--- src/rtl/mips_ctrl_pkg.sv ---
// mips_ctrl_pkg
//   Shared definitions for the 5-stage MIPS pipeline hazard controller:
//   register-number width, the zero register, forwarding-select codes,
//   memory-wait FSM state codes, the shadow slot record and the
//   register-match helper used by hazard detection and forwarding.
package mips_ctrl_pkg;

    localparam int REG_W = 5;
    localparam logic [REG_W-1:0] REG_ZERO = '0;

    // EXE operand source selects
    localparam int FWD_W = 2;
    localparam logic [FWD_W-1:0] FWD_NONE = 2'b00;  // register file
    localparam logic [FWD_W-1:0] FWD_MEM  = 2'b01;  // result held in MEM
    localparam logic [FWD_W-1:0] FWD_WB   = 2'b10;  // result held in WB

    typedef enum logic [1:0] {
        WAIT_IDLE = 2'd0,
        WAIT_BUSY = 2'd1,
        WAIT_DONE = 2'd2
    } wait_state_e;

    // Shadow copy of one in-flight instruction. All-zero is a bubble.
    typedef struct packed {
        logic [REG_W-1:0] dest;
        logic [REG_W-1:0] src1;
        logic [REG_W-1:0] src2;
        logic             two_src;
        logic             wb_en;
        logic             mem_r_en;
        logic             mem_w_en;
    } slot_t;

    // True when 'slot' will write register 'src'. r0 is hardwired, never a hazard.
    function automatic logic slot_match(input logic [REG_W-1:0] src, input slot_t slot);
        return slot.wb_en && (slot.dest == src) && (src != REG_ZERO);
    endfunction

endpackage

--- src/rtl/pipeline_hazard_ctrl_mem_wait.sv ---
// mem_wait_fsm
//   Freezes the whole pipeline while a load/store sits in MEM waiting for
//   the SRAM. An access occupies MEM for MEM_WAIT cycles: MEM_WAIT-1 frozen
//   cycles followed by one advance cycle (DONE) in which the access leaves.
// Ports
//   clk    in   clock, rising edge
//   rst    in   synchronous reset, active-high (aborts an access in progress)
//   mem_op in   the MEM slot holds a load or store
//   freeze out  hold every stage register
//   state  out  current FSM state, for observation
module mem_wait_fsm
    import mips_ctrl_pkg::*;
#(
    parameter int MEM_WAIT = 5
) (
    input  logic        clk,
    input  logic        rst,
    input  logic        mem_op,
    output logic        freeze,
    output wait_state_e state
);

    localparam int CNT_W = $clog2(MEM_WAIT) + 1;
    localparam bit WAIT_EN   = (MEM_WAIT > 1);
    localparam bit LONG_WAIT = (MEM_WAIT > 2);
    // The IDLE detection cycle is already the first frozen cycle, so BUSY
    // covers the remaining MEM_WAIT-2 cycles (count runs down to zero).
    localparam logic [CNT_W-1:0] CNT_LOAD = LONG_WAIT ? CNT_W'(MEM_WAIT - 3) : '0;

    logic [CNT_W-1:0] cnt;

    always_ff @(posedge clk) begin
        if (rst) begin
            state <= WAIT_IDLE;
            cnt   <= '0;
        end else begin
            case (state)
                WAIT_IDLE: begin
                    if (mem_op && WAIT_EN) begin
                        cnt   <= CNT_LOAD;
                        state <= LONG_WAIT ? WAIT_BUSY : WAIT_DONE;
                    end
                end
                WAIT_BUSY: begin
                    if (cnt == '0) state <= WAIT_DONE;
                    else           cnt   <= cnt - CNT_W'(1);
                end
                // The access leaves MEM this cycle; ignoring mem_op here keeps
                // the same access from being counted twice.
                WAIT_DONE: state <= WAIT_IDLE;
                default:   state <= WAIT_IDLE;
            endcase
        end
    end

    // Combinational so the stage registers hold on the very edge after the
    // access lands in MEM.
    assign freeze = (state == WAIT_BUSY) || ((state == WAIT_IDLE) && mem_op && WAIT_EN);

endmodule

--- src/rtl/pipeline_hazard_ctrl.sv ---
// pipeline_hazard_ctrl
//   Hazard sequencer for the 5-stage MIPS pipeline. Keeps its own shadow
//   slots for the instructions in EXE, MEM and WB and from them derives
//   load-use / RAW stalls, branch flush, EXE forwarding selects and the
//   SRAM wait-state freeze.
// Parameters
//   MEM_WAIT  cycles a load/store occupies MEM (1 = no freeze)
//   FW_EN     1 = forwarding, stall only on load-use; 0 = stall on any RAW
// Ports
//   clk, rst                 clock / synchronous active-high reset
//   id_src1, id_src2         ID source registers (src2 valid with id_two_src)
//   id_dest, id_wb_en        ID destination and register-write enable
//   id_mem_r_en, id_mem_w_en ID instruction is a load / store
//   br_taken                 branch resolved taken in ID
//   pc_freeze, if_id_freeze  hold PC and IF/ID
//   if_id_flush              load NOP into IF/ID
//   id_exe_bubble            load NOP into ID/EXE
//   pipe_freeze              hold every stage register
//   fwd_sel_a, fwd_sel_b     EXE operand source selects
module pipeline_hazard_ctrl
    import mips_ctrl_pkg::*;
#(
    parameter int MEM_WAIT = 5,
    parameter int FW_EN    = 1
) (
    input  logic             clk,
    input  logic             rst,
    input  logic [REG_W-1:0] id_src1,
    input  logic [REG_W-1:0] id_src2,
    input  logic             id_two_src,
    input  logic [REG_W-1:0] id_dest,
    input  logic             id_wb_en,
    input  logic             id_mem_r_en,
    input  logic             id_mem_w_en,
    input  logic             br_taken,
    output logic             pc_freeze,
    output logic             if_id_freeze,
    output logic             if_id_flush,
    output logic             id_exe_bubble,
    output logic             pipe_freeze,
    output logic [FWD_W-1:0] fwd_sel_a,
    output logic [FWD_W-1:0] fwd_sel_b
);

    slot_t       id_slot;
    slot_t       exe_slot;
    slot_t       mem_slot;
    slot_t       wb_slot;
    logic        exe_hit;
    logic        mem_hit;
    logic        hazard_stall;
    logic        mem_op;
    wait_state_e mem_wait_state;

    assign id_slot = '{dest:     id_dest,
                       src1:     id_src1,
                       src2:     id_src2,
                       two_src:  id_two_src,
                       wb_en:    id_wb_en,
                       mem_r_en: id_mem_r_en,
                       mem_w_en: id_mem_w_en};

    // ---------------- slot shifting ----------------
    always_ff @(posedge clk) begin
        if (rst) begin
            exe_slot <= '0;
            mem_slot <= '0;
            wb_slot  <= '0;
        end else if (!pipe_freeze) begin
            wb_slot  <= mem_slot;
            mem_slot <= exe_slot;
            exe_slot <= hazard_stall ? '0 : id_slot;
        end
    end

    // ---------------- hazard detection ----------------
    // The register file writes before it reads, so WB never causes a stall.
    always_comb begin
        exe_hit = slot_match(id_src1, exe_slot) ||
                  (id_two_src && slot_match(id_src2, exe_slot));
        mem_hit = slot_match(id_src1, mem_slot) ||
                  (id_two_src && slot_match(id_src2, mem_slot));
        if (FW_EN != 0) hazard_stall = exe_hit && exe_slot.mem_r_en;
        else            hazard_stall = exe_hit || mem_hit;
    end

    // ---------------- SRAM wait ----------------
    assign mem_op = mem_slot.mem_r_en || mem_slot.mem_w_en;

    mem_wait_fsm #(
        .MEM_WAIT (MEM_WAIT)
    ) u_mem_wait (
        .clk    (clk),
        .rst    (rst),
        .mem_op (mem_op),
        .freeze (pipe_freeze),
        .state  (mem_wait_state)
    );

    // ---------------- pipeline control ----------------
    // Freeze dominates: nothing moves, so no bubble or flush may be injected.
    // A branch resolved while stalled used stale operands and is re-resolved.
    assign pc_freeze     = hazard_stall || pipe_freeze;
    assign if_id_freeze  = hazard_stall || pipe_freeze;
    assign id_exe_bubble = hazard_stall && !pipe_freeze;
    assign if_id_flush   = br_taken && !hazard_stall && !pipe_freeze;

    // ---------------- forwarding ----------------
    // Purely from slots, so the selects stay constant while frozen.
    always_comb begin
        fwd_sel_a = FWD_NONE;
        fwd_sel_b = FWD_NONE;
        if (FW_EN != 0) begin
            if (slot_match(exe_slot.src1, mem_slot))     fwd_sel_a = FWD_MEM;
            else if (slot_match(exe_slot.src1, wb_slot)) fwd_sel_a = FWD_WB;
            if (exe_slot.two_src) begin
                if (slot_match(exe_slot.src2, mem_slot))     fwd_sel_b = FWD_MEM;
                else if (slot_match(exe_slot.src2, wb_slot)) fwd_sel_b = FWD_WB;
            end
        end
    end

    // Slot fields kept for observability but not needed by the control logic.
    logic slot_unused;
    assign slot_unused = ^{exe_slot.mem_w_en, mem_slot.src1, mem_slot.src2,
                           mem_slot.two_src, wb_slot.src1, wb_slot.src2,
                           wb_slot.two_src, wb_slot.mem_r_en, wb_slot.mem_w_en,
                           mem_wait_state};

endmodule
--- config.mk ---
export PLATFORM = sky130hd
export DESIGN_NAME = pipeline_hazard_ctrl
export DESIGN_NICKNAME = d
export VERILOG_FILES = /design/src/rtl/mips_ctrl_pkg.sv /design/src/rtl/pipeline_hazard_ctrl_mem_wait.sv /design/src/rtl/pipeline_hazard_ctrl.sv
export SDC_FILE = /design/constraint.sdc
export NUM_CORES = 1
export LEC_CHECK = 0
export CAP_MARGIN = 20
export CORE_MARGIN = 5
export CORE_UTILIZATION = 35
export CTS_CLUSTER_DIAMETER = 60
export DETAILED_ROUTE_END_ITERATION = 6
export GPL_ROUTABILITY_DRIVEN = 0
export GPL_TIMING_DRIVEN = 0
export SLEW_MARGIN = 20
export SYNTH_ARGS = -nofsm -noshare
export SYNTH_HDL_FRONTEND = slang
export SYNTH_SLANG_ARGS = --single-unit
--- constraint.sdc ---
create_clock -name clk -period 6.95 [get_ports clk]
set_clock_uncertainty 0.2 [all_clocks]
set_input_delay 1.39 -clock clk [delete_from_list [all_inputs] [get_ports clk]]
set_output_delay 1.39 -clock clk [all_outputs]
set_load 0.05 [all_outputs]
Word-level counts from Yosys, hierarchy flattened. Index checks and enable logic that the tools add are counted.

Add/subtract/negate cells: 1. Eq/ne operators: 10. Muxes and demuxes: 12. Reduce and logical (&&, ||, !) cells: 33.

Operators with widths (number): $eq 5x5->1 (6); $reduce_bool 5->1 (4); $mux 19 (1); $logic_and 1x1->1 (18); $mux 2 (7); $mux 4 (2); $pmux 4 s2 (1); $logic_not 4->1 (1); $logic_or 1x1->1 (4); $ne 2x1->1 const B (2); $pmux 2 s2 (1); $sub 4x1->4 const B (1); $reduce_and 3->1 (1); $eq 2x1->1 const B (1); $logic_not 1->1 (2); $logic_not 2->1 (1); $ne 2x2->1 const B (1); $reduce_and 2->1 (1); $reduce_bool 2->1 (1).

Register bits after elaboration: 39. Input port bits: 22. Output and inout bits: 9. Logic and storage cells: 71.

Longest topological paths before layout. Gate-level depths: netlist of run 1.

Word-level depth: 9. Depth in mapped cells: 7. Depth with buffers taken out: 6.

By module. A second synthesis of run 1 with hierarchy kept.

Cell total of the unflattened synthesis: 232. Area, all modules: 2210.9 µm².

Modules (own cells, without submodules): pipeline_hazard_ctrl (times used 1, cells each 199, area an instance 1914.3 µm², sequential area each 660.6 µm²); mem_wait_fsm (times used 1, cells each 33, area an instance 296.5 µm², sequential area each 120.1 µm²).

Least setup slack after synthesis of run 1. OpenSTA, ideal clock, no wires.

Kind: input port to output port. Start: in id_src1[0]. End: out pc_freeze. Data arrival time: 3022 ps. Required time: 5360 ps. Setup slack: 2338 ps. Stages on the path: 5. Path buffers: 1. Path through: or4_1 > a21oi_2 > nor4b_2 > or3_1 > buf_4.

Word-level cells in the longest chain between the ends: 6. Elaborated cells between the ends (all ways): 7. Those cells by class: eq/ne (1); reduce/logical (6).

RTL lines: start, declared (line pipeline_hazard_ctrl.sv:28) `input logic [REG_W-1:0] id_src1,`; $eq 5x5->1 (line mips_ctrl_pkg.sv:36) `return slot.wb_en && (slot.dest == src) && (src != REG_ZERO);`; $logic_and 1x1->1 (line mips_ctrl_pkg.sv:36); $logic_and 1x1->1 (*) (line mips_ctrl_pkg.sv:36); $logic_or 1x1->1 (*) (line pipeline_hazard_ctrl.sv:79) `exe_hit = slot_match(id_src1, exe_slot) ||`; $logic_and 1x1->1 (*) (line pipeline_hazard_ctrl.sv:83) `if (FW_EN != 0) hazard_stall = exe_hit && exe_slot.mem_r_en;`; $logic_or 1x1->1 (*); end, declared (line pipeline_hazard_ctrl.sv:36) `output logic pc_freeze,`.

Every way passes the cells marked *; elsewhere a longest branch is shown, timed or not.

Final worst setup path of run 1.
Start: in id_src1[0]. End: out if_id_flush.

Word-level cells in the longest chain between the ends: 8. Elaborated cells between the ends (all ways): 9. Those cells by class: eq/ne (1); reduce/logical (8).

RTL lines: $eq 5x5->1 (line mips_ctrl_pkg.sv:36); $logic_and 1x1->1 (line mips_ctrl_pkg.sv:36); $logic_and 1x1->1 (*) (line mips_ctrl_pkg.sv:36); $logic_or 1x1->1 (*) (line pipeline_hazard_ctrl.sv:79); $logic_and 1x1->1 (*) (line pipeline_hazard_ctrl.sv:83); $logic_not 1->1 (*) (line pipeline_hazard_ctrl.sv:106) `assign if_id_flush = br_taken && !hazard_stall && !pipe_freeze;`; $logic_and 1x1->1 (*) (2 in series) (line pipeline_hazard_ctrl.sv:106); end, declared (line pipeline_hazard_ctrl.sv:38) `output logic if_id_flush,`.

Marked as above.

==> results.ini, run 1 <==
[power_and_ir_drop]
p_leak_nw=0.928
peakVddDrop_mv=0.186
power.density_nw_per_um2=374

[synth]
synth_top_family_by_area=simple AND/OR/NAND/NOR gates
synth_compound_area_frac=0.174
synthCells=244
synth_top_area_frac=0.358
syn_area_per_cell_um2=8.93
synth_nets=268
yosys_register_bits=39
synthAdderAreaFrac=0.0115
yosys.area.top_type=dfxtp_1
ys_top_cells_by_area=dfxtp_1, o31ai_2, xnor2_1
yosysWarnings=0
ys_async_sr_fraction=0
yosys.area_share.simple=0.281
synth-edff-count=0
ys_types=38
syn_area_um2=2180
synth-seq-area-share=0.358
synth_mux_area_frac=0.00460
ys.flop_type=dfxtp_1
synth.most_common_cell=nand2_1
synth-xor-area-share=0.121
synth_common_cells=nand2_1, dfxtp_1, xnor2_1

[floorplanning]
dieWidth_um=88.9
rows=28
dieArea_um2=7900
die_h_um=88.9
core_um2=5990
num_io_pins=31
initial_core_util=0.364

[clock_tree]
cts.clk_slew.worst_paths_ps=70
numCtsBuffers=5
htree_levels=2
cts_setup_buffers=0
holdBufCountCts=0
clock_path_buffers=2
clkLatencyLatePin_ps=290
cts_tree=done
numClockSinks=39
cts_resized=0
cts_root_buf=clkbuf_8

[global_routing]
antenna_found_initial=0
grt_pass1_vias=1828
grt_max_degree=14
grt_pass1_wl_um=9080
grt-ovfl-total=0
grt_usage=0.149

[route]
vias=1808
avgRoutedWirePerCell_um=14.5
drt_first_pass_iters=4
detail-route-antenna-nets=0
wl_um=5180
vias_per_cell=5.06
drtIter0Drc=88
drc_errors=0

[timing]
max-slew-margin-rel=0.549
hold_viol=0
finalSetupViolCount=0
max_clock_freq_mhz=179
final_max_slew_viol_count=0
period_needed_ps=5590
fin_ws_ps=1360
finalCritPeriodShare=0.805
setup_tns_ps=0
worst_pin_slew_ps=672
rsz0062_at_grt=no

[setup_path]
startpoint_type=input port
cp.required_ps=5360
r2r_end=exe_slot[9]
cp.arrival_ps=4000
r2r-start=mem_slot[0]
path_delay_family=buffers and inverters
path_cells=clkdlybuf4s50_1 -> or4_1 -> a21oi_2 -> nor4b_2 -> buf_6 -> nor4b_4 -> clkdlybuf4s50_1
regToRegSetupSlack_ps=5030
path_buf_inv=3
worst_path_most_repeated_cell=clkdlybuf4s50_1
cp-endpoint=if_id_flush
reg2regPathDepth=6
crit_fanout=10
cp.depth=7
end_kind=output pin
worstSetupPathType=in2out
crit_path_top_delay_cell=clkdlybuf4s50_1
startpoint=id_src1[0]
cpPeakStageDelay_ps=840

[placement]
dp_hpwl_um=3940
pre_cts_ws_ps=1380
port_buffers=30

[finish]
nets=305
area_growth_syn_to_layout_pct=24.4
num_antenna_cells=0
layout-drive-gt1-share=0.152

[status]
status=finished clean

[run]
cap_violations=0

[min_path]
hp-class=reg2reg

[sequential cells by signal, summed over array words and instances, names as in the netlist]
| signal | count |
|---|---|
| mem_slot | 8 |
| u_mem_wait.state | 2 |
| u_mem_wait.cnt | 4 |
| exe_slot | 19 |
| wb_slot | 6 |
[where the power goes]
group	switching (W)	leakage, nW	total (W)	internal, W
registers	0.0000772	0.320	0.000360	0.000282
clock network	0.0000836	0.0644	0.000227	0.000143
logic	0.000246	0.544	0.000428	0.000181
[per-layer routing]
| layer | vias to the layer above | GRT usage | routed length (µm) |
|---|---|---|---|
| met5 | - | 0 | 0 |
| met1 | 828 | 0.206 | 2660 |
| met2 | 43 | 0.225 | 2260 |
| li1 | 930 | - | - |
| met4 | 0 | 0.0632 | 70 |
| met3 | 7 | 0.0276 | 192 |
[layout make-up]
type                    instances  area, µm²
plain buffers                  15       92.6
clock buffers                   5       68.8
clock inverters                 3       67.6
fillers                       580       3280
inverters                       4       15.0
multi-input cells             186       1290
flip-flops and latches         39        781
well taps                      75       93.8
repair buffers                 30        300
[through the flow]
stage          power, W  std cells  hold slack, ps  instance area, µm²  utilization
2_1_floorplan  0.000671        244             234                2180            -
3_3_place_gp   0.000789        349             260                2570        0.429
3_5_place_dp   0.000796        349             262                2570        0.429
4_1_cts         0.00103        357             278                2710        0.452
5_1_grt         0.00109        357             314                2710        0.452
6_report        0.00101        357             274                2710        0.452
[cells by family (layout without fill, tap and decap cells)]
family / Yosys count / count (layout)
XOR/XNOR: 30 / 30
AO/OA/AOI/OAI: 42 / 42
adder cells (fa/ha/maj): 2 / 2
buffers and inverters: 19 / 57
flip-flops: 39 / 39
AND/OR/NAND/NOR: 111 / 111
multiplexers: 1 / 1
[worst min path at each step]
stage / start / end / slack (ps) / cells past startpoint
detailed placement: exe_slot[0] / exe_slot[0] / 260 / 2
floorplan: exe_slot[0] / exe_slot[0] / 230 / 2
finish: exe_slot[0] / exe_slot[0] / 270 / 2
global placement: exe_slot[0] / exe_slot[0] / 260 / 2
global route: exe_slot[0] / exe_slot[0] / 310 / 2
CTS: exe_slot[0] / exe_slot[0] / 280 / 2
[cell usage in the layout, fill, tap and decap left out, types with 3 or more instances in the layout]
cell	count
clkbuf_1	8
a21oi_1	17
nand2_1	48
xor2_1	6
clkdlybuf4s50_1	30
clkbuf_8	5
nor3_1	4
dfxtp_1	39
inv_1	3
nand3b_1	18
xnor2_1	24
nand4_1	4
buf_6	4
o31ai_2	18
nor2_1	5
nand3_1	7
or3_1	4
nor4_1	4
or4_1	4
[worst min-delay path: stages, from the launching register on]
cell and delay [ps]:
dfxtp_1 320, nand2_1 70, o31ai_2 50
Power figures use the tool's default switching activity.
==> run 2: changes to the inputs <==
==> constraint.sdc (replaced) <==
create_clock -name clk -period 4.7 [get_ports clk]
set_clock_uncertainty 0.2 [all_clocks]
set_input_delay 0.94 -clock clk [delete_from_list [all_inputs] [get_ports clk]]
set_output_delay 0.94 -clock clk [all_outputs]
set_load 0.05 [all_outputs]
==> results.ini, run 2 (synthesized netlist as in run 1, its figures left out) <==
[route]
wl_met3_um=170  ; was 192 µm
avgRoutedWirePerCell_um=14.5  ; unchanged
vias=1802  ; was 1808
vias_per_cell=5.05  ; was 5.06
detail-route-antenna-nets=0  ; unchanged
drc_errors=0  ; unchanged
drt_first_pass_iters=4  ; unchanged
top_layer=met4  ; unchanged
wl_um=5180  ; unchanged
m1WireLength_um=2670  ; was 2660 µm
drtIter0Drc=91  ; was 88
route.met2.wl_um=2270  ; was 2260 µm

[global_routing]
grt-ovfl-total=0  ; unchanged
grt_pass1_wl_um=9080  ; unchanged
antenna_found_initial=0  ; unchanged
grt_max_degree=14  ; unchanged
grt_usage=0.149  ; unchanged
grt_pass1_vias=1828  ; unchanged

[placement]
port_buffers=30  ; unchanged
dp_hpwl_um=3940  ; unchanged
placed_cell_area_um2=2570  ; unchanged

[setup_path]
worstSetupPathType=in2out  ; unchanged
cp.arrival_ps=3490  ; was 4000 ps
cp.depth=7  ; unchanged
cp.required_ps=3560  ; was 5360 ps
startpoint_type=input port  ; unchanged
cpPeakStageDelay_ps=690  ; was 840 ps
worst_path_most_repeated_cell=clkdlybuf4s50_1  ; unchanged
reg2regPathDepth=6  ; unchanged
crit_fanout=3  ; was 10
path_buf_inv=3  ; unchanged
crit_path_top_delay_cell=clkdlybuf4s50_1  ; unchanged
path_delay_family=buffers and inverters  ; unchanged
path_cells=clkdlybuf4s50_1 -> or4_1 -> a21oi_2 -> nor4b_2 -> or3_1 -> buf_4 -> clkdlybuf4s50_1  ; was clkdlybuf4s50_1 -> or4_1 -> a21oi_2 -> nor4b_2 -> buf_6 -> nor4b_4 -> clkdlybuf4s50_1
end_kind=output pin  ; unchanged

[floorplanning]
dieWidth_um=88.9  ; unchanged
die_h_um=88.9  ; unchanged
core_um2=5990  ; unchanged
rows=28  ; unchanged
dieArea_um2=7900  ; unchanged
initial_core_util=0.364  ; unchanged
num_io_pins=31  ; unchanged

[clock_tree]
cts_tree=done  ; unchanged
numClockSinks=39  ; unchanged
htree_levels=2  ; unchanged
clkLatencyLatePin_ps=290  ; about the same
cts_setup_buffers=0  ; unchanged
cts_root_buf=clkbuf_8  ; unchanged
holdBufCountCts=0  ; unchanged
clock_path_buffers=2  ; unchanged
cts.clk_slew.worst_paths_ps=70  ; about the same
cts_resized=0  ; unchanged
numCtsBuffers=5  ; unchanged

[timing]
max-slew-margin-rel=0.556  ; was 0.549
max_clock_freq_mhz=216
period_needed_ps=4630
setup_tns_ps=0  ; unchanged
worst_pin_slew_ps=662  ; was 672 ps
final_max_slew_viol_count=0  ; unchanged
hold_viol=0  ; unchanged
finalCritPeriodShare=0.986
finalSetupViolCount=0  ; unchanged
rsz0062_at_grt=no  ; unchanged

[finish]
nets=305  ; unchanged
top_regs=exe_slot x19, mem_slot x8, wb_slot x6  ; unchanged
area_growth_syn_to_layout_pct=24.5  ; was 24.4%
largest-register=exe_slot  ; unchanged
largest_reg_flops=19  ; unchanged
layout-drive-gt1-share=0.152  ; unchanged
layout_common_cells=nand2_1, dfxtp_1, clkdlybuf4s50_1  ; unchanged
fin_util=0.453  ; was 0.452
final_area_um2=2710  ; about the same
num_antenna_cells=0  ; unchanged
final_common_cell=nand2_1  ; unchanged

[power_and_ir_drop]
p_leak_nw=0.940  ; was 0.928 nW
power.density_nw_per_um2=553  ; was 374 nW/µm²
peakVddDrop_mv=0.275  ; was 0.186 mV

[min_path]
hp-class=reg2reg  ; unchanged
hold_depth=2  ; unchanged

[status]
status=finished clean  ; unchanged

[run]
cap_violations=0  ; unchanged

run 2: cell type report:
cell class | count | area (µm²)
fillers | 580 | 3280
multi-input cells | 186 | 1290
flip-flops and latches | 39 | 781
repair buffers | 30 | 303
well taps | 75 | 93.8
plain buffers | 15 | 92.6
clock buffers | 5 | 68.8
clock inverters | 3 | 67.6
inverters | 4 | 15.0
run 2: path summary, 6_finish.rpt:
| path | from | endpoint | slack, ps |
|---|---|---|---|
| worst min-delay path | exe_slot[0] | exe_slot[0] | 270 |
| worst min register to register | exe_slot[0] | exe_slot[0] | 270 |
| worst max register to register | mem_slot[0] | exe_slot[9] | 2770 |
| worst max-delay path | id_src1[0] | pc_freeze | 70 |
run 2: stage by stage:
| stage | worst slack [ps] | total power (W) | hold slack, ps | cells |
|---|---|---|---|---|
| 6_report | 67.7 | 0.00150 | 274 | 357 |
| 5_1_grt | 43.6 | 0.00162 | 314 | 357 |
| 4_1_cts | 27.6 | 0.00152 | 278 | 357 |
| 3_5_place_dp | 34.2 | 0.00118 | 262 | 349 |
| 3_3_place_gp | 30.1 | 0.00117 | 260 | 349 |
| 2_1_floorplan | 682 | 0.000992 | 234 | 244 |
run 2: worst min-delay path: stages, from the launching register on:
cell and delay, ps:
dfxtp_1 320, nand2_1 70, o31ai_2 50
run 2: power by group:
part	leakage [nW]	internal, W	switching, W
combinational	0.555	0.000268	0.000365
sequential	0.320	0.000418	0.000114
clock	0.0644	0.000212	0.000123
run 2: per-layer routing:
layer  vias up  GRT usage
met5         -          0
met4         0     0.0632
met3         7     0.0276
met2        39      0.225
met1       830      0.206
li1        926          -
